--- src/rtl/rat_io_pkg.sv ---
// rtl/rat_io_pkg.sv - shared port IDs, status bit map and TX FSM states for RAT I/O ports
package rat_io_pkg;

    localparam logic [7:0] DEF_DATA_PORT_ID   = 8'h40;
    localparam logic [7:0] DEF_STATUS_PORT_ID = 8'h41;

    localparam int ST_EMPTY = 0;
    localparam int ST_FULL  = 1;
    localparam int ST_BUSY  = 2;
    localparam int ST_OVF   = 3;

    typedef enum logic [1:0] {
        IDLE  = 2'd0,
        START = 2'd1,
        DATA  = 2'd2,
        STOP  = 2'd3
    } tx_state_t;

    // Count occupies the upper nibble; flags sit at their named bit indices.
    function automatic logic [7:0] pack_status(
        input logic       empty,
        input logic       full,
        input logic       busy,
        input logic       ovf,
        input logic [3:0] count
    );
        logic [7:0] s;
        s           = {count, 4'b0000};
        s[ST_EMPTY] = empty;
        s[ST_FULL]  = full;
        s[ST_BUSY]  = busy;
        s[ST_OVF]   = ovf;
        return s;
    endfunction

endpackage

--- src/rtl/rat_uart_tx_port_if.sv ---
// rtl/rat_uart_tx_port_if.sv - MCU write bus plus status/serial outputs of the UART TX port
interface rat_uart_tx_port_if;

    logic [7:0] PORT_ID;
    logic [7:0] OUT_PORT;
    logic       IO_STRB;
    logic [7:0] STATUS_OUT;
    logic       STATUS_SEL;
    logic       TX;
    logic       TX_BUSY;

    modport master (
        output PORT_ID,
        output OUT_PORT,
        output IO_STRB,
        input  STATUS_OUT,
        input  STATUS_SEL,
        input  TX,
        input  TX_BUSY
    );

    modport slave (
        input  PORT_ID,
        input  OUT_PORT,
        input  IO_STRB,
        output STATUS_OUT,
        output STATUS_SEL,
        output TX,
        output TX_BUSY
    );

endinterface

--- src/rtl/rat_byte_fifo.sv ---
// rtl/rat_byte_fifo.sv - show-ahead byte FIFO; a push into a full FIFO is taken only alongside a pop
module rat_byte_fifo #(
    parameter int DEPTH = 8
) (
    input  logic                   CLK,
    input  logic                   RESET_N,
    input  logic                   i_push,
    input  logic                   i_pop,
    input  logic [7:0]             i_din,
    output logic [7:0]             o_dout,
    output logic                   o_empty,
    output logic                   o_full,
    output logic [$clog2(DEPTH):0] o_count
);

    localparam int AW = $clog2(DEPTH);
    localparam int CW = AW + 1;

    logic [7:0]    r_mem [DEPTH];
    logic [AW-1:0] r_wr_ptr;
    logic [AW-1:0] r_rd_ptr;
    logic [CW-1:0] r_count;

    logic w_empty;
    logic w_full;
    logic w_do_push;
    logic w_do_pop;

    assign w_empty   = (r_count == '0);
    assign w_full    = (r_count == CW'(DEPTH));
    assign w_do_pop  = i_pop && !w_empty;
    assign w_do_push = i_push && (!w_full || w_do_pop);

    always_ff @(posedge CLK) begin
        if (w_do_push) begin
            r_mem[r_wr_ptr] <= i_din;
        end
    end

    // Pointers are exactly AW bits, so power-of-two depth makes them wrap by themselves.
    always_ff @(posedge CLK or negedge RESET_N) begin
        if (!RESET_N) begin
            r_wr_ptr <= '0;
            r_rd_ptr <= '0;
            r_count  <= '0;
        end else begin
            if (w_do_push) begin
                r_wr_ptr <= r_wr_ptr + AW'(1);
            end
            if (w_do_pop) begin
                r_rd_ptr <= r_rd_ptr + AW'(1);
            end
            case ({w_do_push, w_do_pop})
                2'b10:   r_count <= r_count + CW'(1);
                2'b01:   r_count <= r_count - CW'(1);
                default: r_count <= r_count;
            endcase
        end
    end

    assign o_dout  = r_mem[r_rd_ptr];
    assign o_empty = w_empty;
    assign o_full  = w_full;
    assign o_count = r_count;

endmodule

--- src/rtl/rat_uart_tx_port.sv ---
// rtl/rat_uart_tx_port.sv - RAT MCU output port: buffered 8N1 UART transmitter with pollable status
module rat_uart_tx_port
    import rat_io_pkg::*;
#(
    parameter int         CLKS_PER_BIT   = 868,
    parameter logic [7:0] DATA_PORT_ID   = DEF_DATA_PORT_ID,
    parameter logic [7:0] STATUS_PORT_ID = DEF_STATUS_PORT_ID,
    parameter int         FIFO_DEPTH     = 8
) (
    input  logic                 CLK,
    input  logic                 RESET_N,
    rat_uart_tx_port_if.slave    bus
);

    localparam int BAUD_W = $clog2(CLKS_PER_BIT);
    localparam int AW     = $clog2(FIFO_DEPTH);

    tx_state_t         r_state;
    logic              r_tx;
    logic [7:0]        r_shift;
    logic [BAUD_W-1:0] r_baud;
    logic [2:0]        r_bit_idx;
    logic              r_ovf;

    logic              w_wr_data;
    logic              w_wr_ctrl;
    logic              w_baud_end;
    logic              w_pop;
    logic [7:0]        w_head;
    logic              w_empty;
    logic              w_full;
    logic [AW:0]       w_count;

    assign w_wr_data  = bus.IO_STRB && (bus.PORT_ID == DATA_PORT_ID);
    assign w_wr_ctrl  = bus.IO_STRB && (bus.PORT_ID == STATUS_PORT_ID) && bus.OUT_PORT[0];
    assign w_baud_end = (r_baud == BAUD_W'(CLKS_PER_BIT - 1));

    // The FSM takes the next byte either from idle or right at the end of a stop bit.
    assign w_pop = !w_empty && ((r_state == IDLE) || ((r_state == STOP) && w_baud_end));

    rat_byte_fifo #(
        .DEPTH (FIFO_DEPTH)
    ) u_fifo (
        .CLK     (CLK),
        .RESET_N (RESET_N),
        .i_push  (w_wr_data),
        .i_pop   (w_pop),
        .i_din   (bus.OUT_PORT),
        .o_dout  (w_head),
        .o_empty (w_empty),
        .o_full  (w_full),
        .o_count (w_count)
    );

    // Set has priority over clear so a dropped byte is never hidden.
    always_ff @(posedge CLK or negedge RESET_N) begin
        if (!RESET_N) begin
            r_ovf <= 1'b0;
        end else if (w_wr_data && w_full && !w_pop) begin
            r_ovf <= 1'b1;
        end else if (w_wr_ctrl) begin
            r_ovf <= 1'b0;
        end
    end

    always_ff @(posedge CLK or negedge RESET_N) begin
        if (!RESET_N) begin
            r_state   <= IDLE;
            r_tx      <= 1'b1;
            r_shift   <= 8'h00;
            r_baud    <= '0;
            r_bit_idx <= 3'd0;
        end else begin
            case (r_state)
                IDLE: begin
                    r_tx   <= 1'b1;
                    r_baud <= '0;
                    if (!w_empty) begin
                        r_shift <= w_head;
                        r_tx    <= 1'b0;
                        r_state <= START;
                    end
                end
                START: begin
                    if (w_baud_end) begin
                        r_baud    <= '0;
                        r_tx      <= r_shift[0];
                        r_bit_idx <= 3'd0;
                        r_state   <= DATA;
                    end else begin
                        r_baud <= r_baud + BAUD_W'(1);
                    end
                end
                DATA: begin
                    // r_shift[0] is always the bit on the line; shifting exposes the next one.
                    if (w_baud_end) begin
                        r_baud <= '0;
                        if (r_bit_idx == 3'd7) begin
                            r_tx    <= 1'b1;
                            r_state <= STOP;
                        end else begin
                            r_shift   <= {1'b0, r_shift[7:1]};
                            r_tx      <= r_shift[1];
                            r_bit_idx <= r_bit_idx + 3'd1;
                        end
                    end else begin
                        r_baud <= r_baud + BAUD_W'(1);
                    end
                end
                STOP: begin
                    if (w_baud_end) begin
                        r_baud <= '0;
                        if (!w_empty) begin
                            r_shift <= w_head;
                            r_tx    <= 1'b0;
                            r_state <= START;
                        end else begin
                            r_state <= IDLE;
                        end
                    end else begin
                        r_baud <= r_baud + BAUD_W'(1);
                    end
                end
                default: begin
                    r_state <= IDLE;
                    r_tx    <= 1'b1;
                end
            endcase
        end
    end

    assign bus.TX         = r_tx;
    assign bus.TX_BUSY    = !w_empty || (r_state != IDLE);
    assign bus.STATUS_SEL = (bus.PORT_ID == STATUS_PORT_ID);
    assign bus.STATUS_OUT = pack_status(w_empty, w_full, (r_state != IDLE), r_ovf, 4'(w_count));

endmodule

--- src/flat_wrapper.sv ---
// flat-port wrapper written by rule: the top's interface ports become plain ports
module rat_uart_tx_port_flat import rat_io_pkg::*;
#(
    parameter int         CLKS_PER_BIT   = 868,
    parameter logic [7:0] DATA_PORT_ID   = DEF_DATA_PORT_ID,
    parameter logic [7:0] STATUS_PORT_ID = DEF_STATUS_PORT_ID,
    parameter int         FIFO_DEPTH     = 8
)
  (CLK, RESET_N, bus_PORT_ID, bus_OUT_PORT, bus_IO_STRB, bus_STATUS_OUT, bus_STATUS_SEL, bus_TX, bus_TX_BUSY);
  rat_uart_tx_port_if bus_i ();
  input  logic CLK;
  input  logic RESET_N;
  input wire logic [$bits(bus_i.PORT_ID)-1:0] bus_PORT_ID;
  input wire logic [$bits(bus_i.OUT_PORT)-1:0] bus_OUT_PORT;
  input wire logic [$bits(bus_i.IO_STRB)-1:0] bus_IO_STRB;
  output wire logic [$bits(bus_i.STATUS_OUT)-1:0] bus_STATUS_OUT;
  output wire logic [$bits(bus_i.STATUS_SEL)-1:0] bus_STATUS_SEL;
  output wire logic [$bits(bus_i.TX)-1:0] bus_TX;
  output wire logic [$bits(bus_i.TX_BUSY)-1:0] bus_TX_BUSY;
  assign bus_i.PORT_ID = bus_PORT_ID;
  assign bus_i.OUT_PORT = bus_OUT_PORT;
  assign bus_i.IO_STRB = bus_IO_STRB;
  assign bus_STATUS_OUT = bus_i.STATUS_OUT;
  assign bus_STATUS_SEL = bus_i.STATUS_SEL;
  assign bus_TX = bus_i.TX;
  assign bus_TX_BUSY = bus_i.TX_BUSY;
  rat_uart_tx_port #(.CLKS_PER_BIT(CLKS_PER_BIT), .DATA_PORT_ID(DATA_PORT_ID), .STATUS_PORT_ID(STATUS_PORT_ID), .FIFO_DEPTH(FIFO_DEPTH)) u_core (.CLK(CLK), .RESET_N(RESET_N), .bus(bus_i));
endmodule
--- config.mk ---
export PLATFORM = sky130hd
export DESIGN_NAME = rat_uart_tx_port_flat
export DESIGN_NICKNAME = d
export VERILOG_FILES = /design/src/rtl/rat_io_pkg.sv /design/src/rtl/rat_uart_tx_port_if.sv /design/src/rtl/rat_byte_fifo.sv /design/src/rtl/rat_uart_tx_port.sv /design/src/flat_wrapper.sv
export SDC_FILE = /design/constraint.sdc
export NUM_CORES = 1
export LEC_CHECK = 0
export ABC_AREA = 1
export CAP_MARGIN = 10
export CORE_MARGIN = 2
export CORE_UTILIZATION = 50
export CTS_CLUSTER_SIZE = 24
export DETAILED_ROUTE_END_ITERATION = 12
export PLACE_DENSITY = 0.7
export SLEW_MARGIN = 0
export SYNTH_ARGS = -nofsm -noshare
export SYNTH_HDL_FRONTEND = slang
export SYNTH_SLANG_ARGS = --single-unit
export TNS_END_PERCENT = 20
--- constraint.sdc ---
create_clock -name CLK -period 3.4 [get_ports CLK]
set_input_delay 0.68 -clock CLK [delete_from_list [all_inputs] [get_ports CLK]]
set_output_delay 0.68 -clock CLK [all_outputs]
set_load 0.02 [all_outputs]
==> flow_summary_export.csv, run 1 <==
group,metric,value,unit
worst_setup_path,crit_type,"in -> out",
clock_tree,cts_resized,0,
timing,tightest_slew,968,ps
drt,vias,3069,
finish,final_cell_mix,"71 x nor2_1, 64 x edfxtp_1, 53 x nand2_1, 42 x o21ai_0, 34 x dfrtp_1",
logic_synthesis,syn_avg_cell_area,10.8,um2
pwr,power,2.19,mW
grt,grt_pass1_wl,14200,um
timing,worst_slack,561,ps
logic_synthesis,synth.top_cell.area_share,41.9,%
clock_tree,cts_buffer_depth,2,
grt,track_usage,18.5,%
finish,fillCellCount,722,
drt,wl_per_cell,15.4,um
grt,grt_max_degree,36,
timing,finalHoldViolations,0,
drt,drt_wl_total,8790,um
clock_tree,numCtsBuffers,9,
worst_setup_path,critPathRequiredTime,2720,ps
timing,max_freq,352,MHz
finish,register_area,2800,um2
clock_tree,ctsHoldBuffers,0,
grt,grt_pass1_vias,2878,
clock_tree,clkLatencyLatePin,360,ps
hold_path,hold_path_class,"in -> async",
logic_synthesis,ys_seq_area_share,61.0,%
logic_synthesis,synth_top_area_cell,"edfxtp_1",
timing,finalCritPeriodShare,83.5,%
place,dpl.hpwl,5730,um
worst_setup_path,critical_path.max_fanout,2,
drt,vias_per_cell,5.37,
timing,setup_viol,0,
grt,overflow,0,
flow_run,drv_cap,0,
floorplan,num_rows,34,
logic_synthesis,synth_edf_count,64,
pwr,pwr_density_cell,421,nW/um2
finish,drive_above_1_share,11.2,%
floorplan,core,8810,um2
timing,tns,0,ps
logic_synthesis,yosysUniqueCellTypes,45,
clock_tree,h-tree-depth,3,
floorplan,die_area,9960,um2
floorplan,die_w,99.8,um
logic_synthesis,synth_nets,458,
timing,drv_slew,0,
logic_synthesis,synth_cells,425,
worst_setup_path,worstPathArrival,2160,ps
logic_synthesis,synthFlopType,"edfxtp_1",
timing,slew_headroom,35.4,%
clock_tree,cts_tree,"built",
logic_synthesis,ys_warn_count,0,
floorplan,initial_core_util,52.1,%
drt,drc_errors,0,
finish,final_nets,492,
floorplan,die_h,99.8,um
logic_synthesis,synth_seq_cells,99,
place,port_buffers,29,
floorplan,pin_count,30,
clock_tree,path_clk_slew,110,ps
finish,synthToLayoutAreaGrowth,13.5,%
run_status,status,"finished clean",
grt,antenna_found_initial,0,
place,pre_cts_slack,546,ps
timing,fin_skew,17.6,ps
timing,period_minus_slack,2840,ps
logic_synthesis,ys_top_cells_by_area,"edfxtp_1 42%, dfrtp_1 19%, nor2_1 5.8%",
place,gp_congestion,0.828,
drt,ant_nets,0,
finish,multi_input_area,1570,um2
clock_tree,clkSinkCount,99,
worst_setup_path,critPathLaunchType,"input port",
clock_tree,post-cts-setup-buffers,0,
drt,drt_iter0_drc,131,
pwr,vdd_drop_max,0.313,mV
clock_tree,root_buffer,"clkbuf_8",
pwr,leakage,2.06,nW
logic_synthesis,synth_area,4590,um2
drt,first_pass_iters,4,
logic_synthesis,synthArstFlopShare,35.4,%
timing,rsz0062_at_grt,"no",
finish,antenna-diode-count,0,
worst_setup_path,endpoint_kind,"output pin",
finish,final_common_cell,"nor2_1",
-- worst max-delay path, stage by stage --
cell and delay [ps]:
clkdlybuf4s50_1 450, nand2_1 50, nor2_1 140, inv_1 80, nor2_1 130, clkdlybuf4s50_1 630
-- final timing paths --
check                                               from                                    end  slack (ps)  cells after the start
min in group CLK               u_core.bus.TX$_DFFE_PN1P_              u_core.bus.TX$_DFFE_PN1P_         470                      2
setup reg to reg           u_core.r_state[0]$_DFFE_PN0P_   u_core.u_fifo.o_count[3]$_DFFE_PN0P_         810                     15
setup / recovery                          bus_PORT_ID[6]                         bus_STATUS_SEL         560                      6
hold / removal                                   RESET_N             u_core.r_baud[4]$_DFF_PN0_         380                      1
hold reg to reg                u_core.bus.TX$_DFFE_PN1P_              u_core.bus.TX$_DFFE_PN1P_         470                      2
max in group asynchronous                        RESET_N  u_core.u_fifo.r_rd_ptr[1]$_DFFE_PN0P_        2520                      1
-- power by group --
group / leakage, nW / internal (mW) / switching (mW)
logic: 0.952 / 0.0496 / 0.0612
clock network: 0.108 / 0.305 / 0.471
registers: 0.999 / 1.29 / 0.0153
-- flip-flops by register name, indices dropped and copies added, names as in the netlist --
| signal | count |
|---|---|
| u_core.bus.TX | 1 |
| u_core.r_state | 2 |
| u_core.u_fifo.r_mem | 64 |
| u_core.u_fifo.r_wr_ptr | 3 |
| u_core.u_fifo.o_count | 4 |
| u_core.u_fifo.r_rd_ptr | 3 |
| u_core.r_baud | 10 |
| u_core.r_shift | 8 |
| u_core.r_ovf | 1 |
| u_core.r_bit_idx | 3 |
-- area by class of cell --
| cell class | instances | share of cell area, % |
|---|---|---|
| Timing Repair Buffer | 38 | 6.78 |
| Clock inverter | 7 | 1.80 |
| Sequential cell | 99 | 53.7 |
| Inverter | 36 | 2.64 |
| Tap cell | 108 | 2.59 |
| Clock buffer | 9 | 2.38 |
| Multi-Input combinational cell | 275 | 30.1 |
-- cell families after synthesis --
family	share of synthesized area [%]
AO/OA/AOI/OAI	10.3
flip-flops	61.0
AND/OR/NAND/NOR	18.3
buffers and inverters	4.91
XOR/XNOR	1.50
adder cells (fa/ha/maj)	3.98
-- layer usage --
metal / vias up / wire length (um) / GRT usage, %
met3: 8 / 253 / 3.20
met4: 0 / 92 / 6.22
met2: 43 / 4300 / 30.0
li1: 1530 / - / -
met5: - / 0 / 0
met1: 1488 / 4150 / 25.4
-- cells in the mapped netlist (2+ instances only) --
cell type and n:
nor2_1 71, edfxtp_1 64, nand2_1 53, o21ai_0 42, dfrtp_1 34, inv_1 33, nand3_1 17, o22ai_1 14
ha_1 13, a21oi_1 8, a22o_1 7, clkbuf_1 5, nor3_1 5, xor2_1 5, buf_2 4, nand3_4 4
nand4_1 4, nor2_2 4, buf_4 3, nand2_2 3, nand2_4 3, nor3b_1 3, a31oi_1 2, buf_6 2
o221ai_1 2
-- through the flow --
stage                     cells  hold slack (ps)  util, %  cell area [um2]
final                       572              384     59.1             5210
after global routing        572              441     59.1             5210
after CTS                   572              405     59.1             5210
after detailed placement    556              453     56.7             4990
after global placement      556              449     56.7             4990
after floorplan             425              384        -             4590
No activity file was read; power rests on OpenSTA's default activity.
==> run 2: changes to the inputs <==
==> constraint.sdc (replaced) <==
create_clock -name CLK -period 2.97 [get_ports CLK]
set_input_delay 0.594 -clock CLK [delete_from_list [all_inputs] [get_ports CLK]]
set_output_delay 0.594 -clock CLK [all_outputs]
set_load 0.02 [all_outputs]
==> run 2 against run 1 <==
Hold slack worse by 89 ps. First-iteration DRC count is 64% higher. Total power is 14% higher. Combinational power is 14% higher. Design area is 0.29% higher. Clock-buffer cell count stayed put. Register-to-register slack worse by 410 ps. Worst setup slack worse by 260 ps. Global-route usage is 0.61 points higher. Routed wire length is 1.8% higher. Flip-flop and latch count stayed put.
==> flow_summary_export.csv, run 2 (synthesis results as in run 1) <==
group,metric,value,unit
run_status,status,"finished clean",
drt,ant_nets,0,
clock_tree,numCtsBuffers,9,
grt,track_usage,19.1,%
worst_setup_path,slowest_stage,"clkdlybuf4s50_1",
timing,fin_skew,9.57,ps
worst_setup_path,critPathRequiredTime,2380,ps
clock_tree,ctsHoldBuffers,0,
clock_tree,cts_buffer_depth,2,
floorplan,num_rows,34,
pwr,switching_share,22.7,%
worst_setup_path,crit_type,"in -> out",
finish,register_area,2800,um2
drt,vias,3131,
floorplan,pin_count,30,
timing,rsz0062_at_grt,"no",
clock_tree,cts_resized,0,
worst_setup_path,path_cells,"clkdlybuf4s50_1 -> inv_1 -> nand2_1 -> nor2_1 -> inv_1 -> nor2_1 -> clkdlybuf4s50_1",
timing,max_freq,375,MHz
timing,drv_slew,0,
finish,regMostFlops,"u_core.u_fifo.r_mem",
timing,period_minus_slack,2670,ps
finish,final_cell_mix,"71 x nor2_1, 64 x edfxtp_1, 53 x nand2_1, 42 x o21ai_0, 34 x dfrtp_1",
place,port_buffers,29,
finish,stdcell_count,575,
clock_tree,cts_tree,"built",
drt,vias_per_cell,5.45,
clock_tree,h-tree-depth,3,
place,dpl.hpwl,5890,um
worst_setup_path,r2r_start,"u_core.r_state[0]$_DFFE_PN0P_",
finish,final_nets,495,
drt,drt_iter0_drc,215,
pwr,clkPwrFrac,35.3,%
grt,grt_max_degree,36,
grt,grt_pass1_wl,14500,um
grt,antenna_found_initial,0,
grt,overflow,0,
clock_tree,root_buffer,"clkbuf_8",
finish,biggestRegsByFlops,"u_core.u_fifo.r_mem x64, u_core.r_baud x10, u_core.r_shift x8",
worst_setup_path,endpoint_kind,"output pin",
timing,finalHoldViolations,0,
flow_run,drv_cap,0,
floorplan,die_w,99.8,um
pwr,leakage,2.07,nW
drt,wl_per_cell,15.6,um
worst_setup_path,rrSetupSlack,400,ps
pwr,pwr_density_cell,481,nW/um2
finish,drive_above_1_share,11.6,%
pwr,vdd_drop_max,0.303,mV
worst_setup_path,r2r_end,"u_core.u_fifo.o_count[3]$_DFFE_PN0P_",
floorplan,initial_core_util,52.1,%
worst_setup_path,worstPathArrival,2070,ps
place,place_inst,559,
worst_setup_path,critical_path.max_fanout,2,
pwr,power_frac_comb,5.0,%
clock_tree,clkLatencyLatePin,370,ps
clock_tree,clkSinkCount,99,
place,gp_congestion,0.824,
finish,final_common_cell,"nor2_1",
timing,setup_viol,0,
hold_path,hold_path_class,"in -> async",
finish,utilization,59.3,%
drt,drc_errors,0,
timing,slew_headroom,47.0,%
worst_setup_path,crit_path_max_incr_delay,630,ps
worst_setup_path,r2r_cells,15,
finish,fillCellCount,724,
clock_tree,post-cts-setup-buffers,0,
grt,grt_pass1_vias,3025,
timing,tightest_slew,796,ps
finish,antenna-diode-count,0,
floorplan,core,8810,um2
pwr,power.net_switching,0.571,mW
finish,multi_input_area,1570,um2
drt,drt_wl_total,8950,um
timing,finalCritPeriodShare,89.7,%
pwr,seq_power_share,59.6,%
clock_tree,path_clk_slew,100,ps
pwr,intPower,1.94,mW
drt,first_pass_iters,5,
finish,largest_reg_flops,64,
worst_setup_path,critPathLaunchType,"input port",
floorplan,die_h,99.8,um
finish,synthToLayoutAreaGrowth,13.8,%
timing,tns,0,ps
floorplan,die_area,9960,um2
[run 2: cell count changes in the layout (fill, tap and decap cells not counted)]
cell	change
buf_4	+3
bufinv_16	+1
clkinv_1	+1
clkinv_4	+1
clkinv_8	-2
clkinvlp_4	+1
inv_12	-1
inv_6	-1
[run 2: worst max path at each step]
stage / from / endpoint / slack (ps) / cells after the start
3_3_place_gp: bus_PORT_ID[6] / u_core.u_fifo.o_count[3]$_DFFE_PN0P_ / 290 / 15
5_1_grt: u_core.r_state[0]$_DFFE_PN0P_ / u_core.u_fifo.o_count[3]$_DFFE_PN0P_ / 160 / 15
2_1_floorplan: u_core.r_state[0]$_DFFE_PN0P_ / u_core.u_fifo.o_count[3]$_DFFE_PN0P_ / 550 / 15
6_report: bus_PORT_ID[7] / bus_STATUS_SEL / 300 / 7
4_1_cts: bus_PORT_ID[6] / bus_STATUS_SEL / 300 / 6
3_5_place_dp: bus_PORT_ID[6] / u_core.u_fifo.o_count[3]$_DFFE_PN0P_ / 230 / 15
[run 2: power by group through the flow]
stage                     Combinational (mW)  Sequential, mW  Clock, mW
final                                  0.127            1.50      0.887
after CTS                              0.128            1.50      0.906
after global placement                 0.125            1.53          0
after floorplan                       0.0449            1.54          0
after global routing                   0.144            1.50      0.959
after detailed placement               0.128            1.53          0
[run 2: final cells by class]
type                    instances  share of cell area [%]
well taps                     108                    2.59
multi-input cells             275                    30.0
clock inverters                 7                    1.65
repair buffers                 41                    7.19
clock buffers                   9                    2.37
flip-flops and latches         99                    53.6
inverters                      36                    2.64
[run 2: critical path: cells and delay by family]
kind | cells | cell delay [ps]
buf+inv | 4 | 1170
simple gates | 3 | 310
[run 2: per-layer routing]
layer  global-route usage [%]  routed length [um]  up-vias
met4                     5.58                 115        0
met5                        0                   0        -
met3                     4.53                 369       12
li1                         -                   -     1541
met1                     24.4                3960     1521
met2                     32.7                4500       57
[run 2: through the flow]
stage                     cell area (um2)  power [mW]  setup slack (ps)  hold slack [ps]
after floorplan                      4590        1.58               550              298
after global placement               5010        1.65               286              449
after detailed placement             5010        1.66               234              452
after CTS                            5220        2.53               300              326
after global routing                 5220        2.60               158              357
final                                5220        2.51               305              295
==> run 3: changes to the inputs <==
--- a/config.mk
+++ b/config.mk
@@ -11,7 +11,7 @@
 export CORE_UTILIZATION = 50
 export CTS_CLUSTER_SIZE = 24
 export DETAILED_ROUTE_END_ITERATION = 12
-export PLACE_DENSITY = 0.7
+export PLACE_DENSITY = 0.73
 export SLEW_MARGIN = 0
 export SYNTH_ARGS = -nofsm -noshare
 export SYNTH_HDL_FRONTEND = slang
==> constraint.sdc (replaced) <==
create_clock -name CLK -period 2.4 [get_ports CLK]
set_input_delay 0.48 -clock CLK [delete_from_list [all_inputs] [get_ports CLK]]
set_output_delay 0.48 -clock CLK [all_outputs]
set_load 0.02 [all_outputs]
==> run 3 against run 2 <==
Hold slack worse by 110 ps. Highest routed layer unchanged. Sequential share of layout area is 1.0 points lower. Critical path depth is 9 higher. Routed wire length is 3.8% higher. Clock power is 23% higher. Cell count is 1.9% higher.
==> flow_summary_export.csv, run 3 (synthesis results as in run 1) <==
group,metric,value,unit
run_status,status,"finished clean",
drt,ant_nets,0,
finish,stdcell_count,586,
grt,grt_pass1_wl,15400,um
drt,vias,3266,
worst_setup_path,critPathLaunchType,"flip-flop",
place,dpl.hpwl,6330,um
finish,register_area,2800,um2
pwr,leakage,2.17,nW
worst_setup_path,crit_type,"reg -> reg",
floorplan,num_rows,34,
grt,track_usage,20.0,%
pwr,pwr_density_cell,585,nW/um2
grt,top_usage_layer,"met2",
pwr,vdd_drop_max,0.482,mV
grt,grt_util_met3,4.74,%
grt,antenna_found_initial,0,
finish,largest_reg_flops,64,
place,place_inst,567,
floorplan,core,8810,um2
finish,utilization,60.5,%
place,port_buffers,29,
worst_setup_path,crit_path_max_incr_delay,420,ps
worst_setup_path,endpoint_kind,"flip-flop",
place,gp_congestion,0.859,
timing,slew_headroom,47.9,%
drt,drc_errors,0,
drt,first_pass_iters,7,
clock_tree,numCtsBuffers,9,
timing,tightest_slew,782,ps
floorplan,initial_core_util,52.1,%
finish,synthToLayoutAreaGrowth,16.0,%
timing,setup_viol,0,
timing,period_minus_slack,2260,ps
worst_setup_path,critical_path.max_fanout,3,
clock_tree,ctsHoldBuffers,0,
finish,biggestRegsByFlops,"u_core.u_fifo.r_mem x64, u_core.r_baud x10, u_core.r_shift x8",
grt,gr-usage-met2,33.4,%
finish,antenna-diode-count,0,
hold_path,hold_path_class,"in -> async",
worst_setup_path,slowest_stage,"dfrtp_1",
finish,final_common_cell,"nor2_1",
worst_setup_path,worstPathArrival,2550,ps
drt,drt_iter0_drc,243,
timing,worst_slack,140,ps
grt,grt_pass1_vias,3204,
finish,drive_above_1_share,15.1,%
timing,rsz0062_at_grt,"yes",
floorplan,die_h,99.8,um
clock_tree,cts_buffer_depth,2,
grt,grt_max_degree,36,
timing,drv_slew,0,
place,pre_cts_slack,-227,ps
finish,final_cell_mix,"71 x nor2_1, 64 x edfxtp_1, 52 x nand2_1, 42 x o21ai_0, 33 x dfrtp_1",
finish,stdcell_area,5330,um2
clock_tree,path_clk_slew,110,ps
place,placed_area,5070,um2
finish,regMostFlops,"u_core.u_fifo.r_mem",
timing,fin_skew,15.0,ps
worst_setup_path,cpMostUsedCell,"inv_1",
drt,wl_per_cell,15.8,um
clock_tree,clkLatencyLatePin,370,ps
floorplan,pin_count,30,
finish,fillCellCount,689,
timing,timing.hold.ws,182,ps
clock_tree,clkSinkCount,99,
worst_setup_path,critPathRequiredTime,2690,ps
clock_tree,root_buffer,"clkbuf_8",
finish,final_nets,506,
worst_setup_path,path_cells,"ha_1 -> nand3_1 -> inv_1 -> nand3_2 -> nand2_2 -> nand4_4 -> inv_1 -> ha_1 -> nand2_1 -> nand2_1 -> a31oi_2 -> inv_1 -> nand2_4 -> nand3_1 -> nand2_1 -> inv_1",
drt,vias_per_cell,5.57,
grt,overflow,0,
pwr,power,3.11,mW
floorplan,die_area,9960,um2
finish,multi_input_area,1580,um2
grt,use_met1,26.1,%
timing,tns,0,ps
flow_run,drv_cap,0,
timing,finalHoldViolations,0,
timing,max_freq,442,MHz
clock_tree,cts_tree,"built",
clock_tree,h-tree-depth,3,
floorplan,die_w,99.8,um
timing,finalCritPeriodShare,94.2,%
drt,drt_wl_total,9290,um
[run 3: routing by layer]
layer	vias up	part of all wire, %	routed length (um)
li1	1564	-	-
met1	1580	43	3950
met2	102	51	4710
met3	20	4.8	449
met4	0	1.9	175
met5	-	0	0
[run 3: worst paths after layout]
kind | startpoint | endpoint | slack [ps] | cells after the start
max | u_core.r_baud[0]$_DFF_PN0_ | u_core.u_fifo.o_count[3]$_DFFE_PN0P_ | 140 | 16
min | RESET_N | u_core.r_baud[1]$_DFF_PN0_ | 180 | 1
max reg2reg | u_core.r_baud[0]$_DFF_PN0_ | u_core.u_fifo.o_count[3]$_DFFE_PN0P_ | 140 | 16
min reg2reg | u_core.bus.TX$_DFFE_PN1P_ | u_core.bus.TX$_DFFE_PN1P_ | 470 | 2
max in group asynchronous | RESET_N | u_core.u_fifo.o_count[0]$_DFFE_PN0P_ | 1670 | 1
min in group CLK | u_core.bus.TX$_DFFE_PN1P_ | u_core.bus.TX$_DFFE_PN1P_ | 470 | 2
[run 3: where the power goes]
group / internal, mW / switching (mW) / total, mW
clock: 0.430 / 0.664 / 1.09
sequential: 1.83 / 0.0234 / 1.86
combinational: 0.0741 / 0.0895 / 0.164
total: 2.34 / 0.776 / 3.11
[run 3: timing repair]
action / CTS / global route
pin swaps: 0 / 0
resized for setup: 4 / 6
setup buffers: 2 / 1
setup endpoints to repair: 5 / 4
[run 3: critical path, delay by kind of cell (launching register included)]
family                     cells  cell delay (ps)
and+or+nand+nor                9              750
adders and majority gates      2              570
DFF                            1              420
buffers and inverters          4              270
AOI/OAI and AO/OA              1              190
[run 3: final cells by class]
type,instances,share of cell area [%]
clock buffers,9,2.33
clock inverters,7,1.62
inverters,36,2.58
multi-input cells,275,29.7
flip-flops and latches,99,52.6
well taps,108,2.54
repair buffers,52,8.69
